### src/rtl/mips_pkg.sv
//============================================================================
// Module      : mips_pkg
// Description : Shared MIPS datapath constants and the register address type
//               used by decode, write-back and the register file.
// Revision    : 1.0 - initial release
//============================================================================
`default_nettype none

package mips_pkg;

    localparam int DATA_W   = 32;
    localparam int ADDR_W   = 5;
    localparam int NUM_REGS = 32;

    localparam logic [ADDR_W-1:0] REG_ZERO = 5'd0;

    typedef logic [ADDR_W-1:0] reg_addr_t;

endpackage : mips_pkg

`default_nettype wire

### src/rtl/rf_scoreboard.sv
//============================================================================
// Module      : rf_scoreboard
// Description : Pending-write vector for in-flight destinations, with
//               registered RAW hazard lookups for both decode read ports.
// Revision    : 1.0 - initial release
//============================================================================
`default_nettype none

module rf_scoreboard
    import mips_pkg::*;
#(
    parameter int ADDR_W = mips_pkg::ADDR_W
) (
    input  logic              clk,
    input  logic              rst,
    input  logic              stall_in,
    input  logic              rf_we,
    input  logic [ADDR_W-1:0] write_addr,
    input  logic              claim_en,
    input  logic [ADDR_W-1:0] claim_addr,
    input  logic [ADDR_W-1:0] rd_addr_a,
    input  logic [ADDR_W-1:0] rd_addr_b,
    output logic              hazard_a,
    output logic              hazard_b
);

    localparam int c_DEPTH = 2 ** ADDR_W;

    logic [c_DEPTH-1:0] r_pending;
    logic [c_DEPTH-1:0] w_clr_mask;
    logic [c_DEPTH-1:0] w_set_mask;
    logic [c_DEPTH-1:0] w_after_clear;
    logic [c_DEPTH-1:0] w_pending_next;

    // Set is applied after clear so a newer claim outlives a same-cycle retire.
    always_comb begin
        w_clr_mask = '0;
        w_set_mask = '0;
        if (rf_we) begin
            w_clr_mask[write_addr] = 1'b1;
        end
        if (claim_en && !stall_in) begin
            w_set_mask[claim_addr] = 1'b1;
        end
        w_after_clear            = r_pending & ~w_clr_mask;
        w_pending_next           = w_after_clear | w_set_mask;
        w_pending_next[REG_ZERO] = 1'b0;
    end

    always_ff @(posedge clk or posedge rst) begin
        if (rst) begin
            r_pending <= '0;
            hazard_a  <= 1'b0;
            hazard_b  <= 1'b0;
        end else begin
            r_pending <= w_pending_next;
            if (!stall_in) begin
                hazard_a <= w_after_clear[rd_addr_a];
                hazard_b <= w_after_clear[rd_addr_b];
            end
        end
    end

endmodule : rf_scoreboard

`default_nettype wire

### src/rtl/register_file.sv
//============================================================================
// Module      : register_file
// Description : 32 x 32 MIPS GPR file, two registered read ports and a
//               pending-write scoreboard. Define REGFILE_BYPASS_EN for
//               write-first forwarding on the read ports.
// Revision    : 1.0 - initial release
//============================================================================
`default_nettype none

module register_file
    import mips_pkg::*;
#(
    parameter int DATA_W = mips_pkg::DATA_W,
    parameter int ADDR_W = mips_pkg::ADDR_W
) (
    input  logic              clk,
    input  logic              rst,
    input  logic              stall_in,
    input  logic              rf_we,
    input  logic [ADDR_W-1:0] write_addr_in,
    input  logic [DATA_W-1:0] write_data_in,
    input  logic [ADDR_W-1:0] rd_addr_a,
    input  logic [ADDR_W-1:0] rd_addr_b,
    output logic [DATA_W-1:0] rd_data_a,
    output logic [DATA_W-1:0] rd_data_b,
    input  logic              claim_en,
    input  logic [ADDR_W-1:0] claim_addr,
    output logic              hazard_a,
    output logic              hazard_b
);

    localparam int c_DEPTH = 2 ** ADDR_W;

    logic [DATA_W-1:0] r_mem [c_DEPTH];
    logic [DATA_W-1:0] w_rd_a;
    logic [DATA_W-1:0] w_rd_b;
    logic              w_wr_valid;

    assign w_wr_valid = rf_we && (write_addr_in != REG_ZERO);

    always_comb begin
        w_rd_a = r_mem[rd_addr_a];
        w_rd_b = r_mem[rd_addr_b];
`ifdef REGFILE_BYPASS_EN
        if (w_wr_valid && (write_addr_in == rd_addr_a)) begin
            w_rd_a = write_data_in;
        end
        if (w_wr_valid && (write_addr_in == rd_addr_b)) begin
            w_rd_b = write_data_in;
        end
`endif
        if (rd_addr_a == REG_ZERO) begin
            w_rd_a = '0;
        end
        if (rd_addr_b == REG_ZERO) begin
            w_rd_b = '0;
        end
    end

    // Write-back has already committed, so the array update ignores stall.
    always_ff @(posedge clk or posedge rst) begin
        if (rst) begin
            for (int i = 0; i < c_DEPTH; i++) begin
                r_mem[i] <= '0;
            end
            rd_data_a <= '0;
            rd_data_b <= '0;
        end else begin
            if (w_wr_valid) begin
                r_mem[write_addr_in] <= write_data_in;
            end
            if (!stall_in) begin
                rd_data_a <= w_rd_a;
                rd_data_b <= w_rd_b;
            end
        end
    end

    rf_scoreboard #(
        .ADDR_W (ADDR_W)
    ) u_scoreboard (
        .clk        (clk),
        .rst        (rst),
        .stall_in   (stall_in),
        .rf_we      (rf_we),
        .write_addr (write_addr_in),
        .claim_en   (claim_en),
        .claim_addr (claim_addr),
        .rd_addr_a  (rd_addr_a),
        .rd_addr_b  (rd_addr_b),
        .hazard_a   (hazard_a),
        .hazard_b   (hazard_b)
    );

endmodule : register_file

`default_nettype wire

### config.mk
export PLATFORM = sky130hd
export DESIGN_NAME = register_file
export DESIGN_NICKNAME = d
export VERILOG_FILES = /design/src/rtl/mips_pkg.sv /design/src/rtl/rf_scoreboard.sv /design/src/rtl/register_file.sv
export SDC_FILE = /design/constraint.sdc
export NUM_CORES = 2
export LEC_CHECK = 0
export CORE_UTILIZATION = 60
export CTS_CLUSTER_SIZE = 8
export DETAILED_ROUTE_END_ITERATION = 12
export PLACE_DENSITY = 0.77
export RECOVER_POWER = 25
export REMOVE_ABC_BUFFERS = 1
export SYNTH_ARGS = -nofsm -noshare
export SYNTH_HDL_FRONTEND = slang
export SYNTH_SLANG_ARGS = --single-unit
### constraint.sdc
create_clock -name clk -period 51.5 [get_ports clk]
set_input_delay 10.3 -clock clk [delete_from_list [all_inputs] [get_ports clk]]
set_output_delay 10.3 -clock clk [all_outputs]
set_load 0.02 [all_outputs]
==> metrics.cfg <==
[global_routing]
antenna_found_initial=6
grt_pass1_vias=38400
grt.overflow.total=0
grt_pass1_wl_mm=252
grt_use_total=0.352
grt_max_degree=192

[clocking]
clk_latency_ns=0.77
cts_resized=0
cts_tree=yes
hold_buffers=0
cts_buffers=158
cts_setup_buffers=0
clockBufferDepth=3
cts.clk_slew.worst_paths_ns=0.05
clockRootBuffer=clkbuf_16
cts_max_level=4
cts.sinks=1121

[critical_path]
worstPathArrival_ns=20.45
critPathTopFamily=buffers and inverters
cpPeakStageDelay_ns=6.37
worstReg2RegStart=r_mem[7]
reg2reg_setup_slack_ns=49.59
crit_fanout=175
cp-end-kind=asynchronous set/reset pin
cp_slowest_cell=clkbuf_1
critPathKind=in2async
worst-path-stages=3
path_cells=dlygate4sd3_1, clkinvlp_2, clkbuf_1
cp.required_ns=50.08
crit-reg2reg-capture=rd_data_a[7]
critPathBufInv=3
rr_worst_depth=4
critPathLaunchType=input pin

[die]
core_um2=95400
start_util=0.608
fp.dieW_um=313
ioPinCount=123
die_h_um=313
die_area_um2=98000
rows=113

[synthesis]
synth.area.mux_share=0.446
synth.top_cells.by_count=dfrtp_1, mux2_2, mux4_2
netlist_instances=3662
syn-cell-area_um2=58000
synth_xor_area_frac=0
synth_top_family_by_area=multiplexers
synth.avg_cell_area_um2=15.8
yosysMostFrequentCell=dfrtp_1
synth-simple-area-share=0.0219
async_flop_share=1.00
synth_top_area_cell=dfrtp_1
synth_fa_ha_area_frac=0
synth_compound_area_frac=0.0170
ys_types=53
ys.flop_type=dfrtp_1
synth_seq_cells=1121
ys_seq_area_frac=0.483
synth_area_leaders=dfrtp_1, mux4_2, mux2_2, clkbuf_1, nand2_1
yosys_warnings=0
synth_edf_count=0
synth_top_cell_area_share=0.483

[cells_and_area]
nets=3654
drive_gt1_frac=0.520
area_delta_synth_final_pct=10.1

[pwr]
power.total_uw=2640
peakVddDrop_mv=0.0265
cellPowerDensity_nw_per_um2=41.3
p_leak_uw=0.0274

[drt]
dr.pass1.iters=6
drt_iter0_markers=4090
vias=36000
ant_nets=0
finalWirelength_mm=166
wire_per_inst_um=34.1
drc_errors=0
routed_via_density=7.38

[timing]
worst_pin_slew_ns=9.03
hold_violations=0
max_freq_mhz=45.7
skew_ns=0.0235
setup_viol=0
post-route-period-util=0.425
fin_crit_ns=21.87
final-max-slew-violation-count=631
slew_headroom=-5.02
rsz0062_at_grt=no
setup_tns_ns=0
whs_ns=0.391

[placed_design]
place_congestion=0.850
io_buffer_count=122
place_hpwl_mm=90.9

[flow_run]
max_cap_violations=7

[hold_path]
hp-start=r_mem[1006]
min_to=r_mem[1006]
min_path_type=reg2reg
worstHoldPathCells=0

[status]
status=finished, violations left
violations=capacitance limit, slew limit

[flip-flops by register name, indices dropped and copies added (netlist names)]
register and flops:
r_mem 1024, rd_data_a 32, rd_data_b 32, u_scoreboard.hazard_a 1
u_scoreboard.hazard_b 1, u_scoreboard.r_pending 31
[power breakdown]
group          switching, µW  internal (µW)
Sequential               132           1050
Clock                    375            552
Combinational            203            327
Total                    710           1930
[layer usage]
metal / track usage / up-vias / wire, µm / share of wire
met5: 0 / - / 31 / 0.00019
met2: 0.546 / 2001 / 80400 / 0.48
met1: 0.479 / 19600 / 63000 / 0.38
met4: 0.148 / 4 / 7000 / 0.042
li1: - / 13900 / - / -
met3: 0.0906 / 457 / 15900 / 0.096
[worst reg2reg max path: cells and delay by family (launching register included)]
kind,cells,cell delay [ns]
AO/OA/AOI/OAI,1,0.10
flip-flops,1,0.40
multiplexers,3,1.25
[cells in the final DEF, fill, tap and decap left out, types with 4 or more instances in the layout]
cell             Yosys  layout
dfrtp_1           1121    1121
mux2_2             959     959
mux4_2             640     640
nand2_1            203     190
clkbuf_16            0     162
clkdlybuf4s50_1      0     107
buf_4               20      66
mux2i_1             65      65
o21ai_1             58      58
o21ai_0             51      50
o211ai_1            18      18
nand2_2              0      13
nor2_1              23      12
nor2_4               0      11
nand3_1             10      10
inv_1               11      10
nor2b_1              8       8
nand4_1              7       7
clkinv_8             0       7
o22ai_1              6       6
clkbuf_1           228       6
nand4b_1             5       5
or3_1                5       5
o2111ai_1            5       5
diode_2              0       4
buf_8                0       4
dlygate4sd3_1        0       4
[worst max path at each step]
stage	slack, ns	startpoint	endpoint
floorplan	9.63	rst	r_mem[0]
global placement	37.15	rd_addr_b[0]	rd_data_b[11]
detailed placement	37.12	rd_addr_b[0]	rd_data_b[31]
CTS	37.95	rd_addr_b[0]	rd_data_b[31]
global route	27.26	rst	r_mem[676]
finish	29.63	rst	rd_data_a[20]
[final cells by class]
class,instances,area [µm²]
tap,1265,1580
clock inverter,12,169
timing repair buffer,190,1750
fill,6278,31500
antenna,4,10.0
inverter,11,42.5
multi-input combinational,2115,28300
sequential,1121,28100
clock buffer,163,4060
[logic make-up (layout without fill, tap and decap cells)]
| kind of cell | Yosys count | in the layout |
|---|---|---|
| mux | 1665 | 1665 |
| flops | 1121 | 1121 |
| buf+inv | 426 | 376 |
| simple gates | 285 | 285 |
| compound gates | 165 | 165 |
| other cells | 0 | 4 |
[per-stage QoR]
stage                util  cells  cell area [µm²]  setup slack (ns)
detailed placement  0.626   4702            59800             37.12
global placement    0.626   4702            59800             37.15
global route        0.670   4877            63900             27.26
finish              0.670   4881            63900             29.63
floorplan               -   3247            56200              9.63
CTS                 0.670   4877            64000             37.95
No activity file was read; power rests on OpenSTA's default activity.
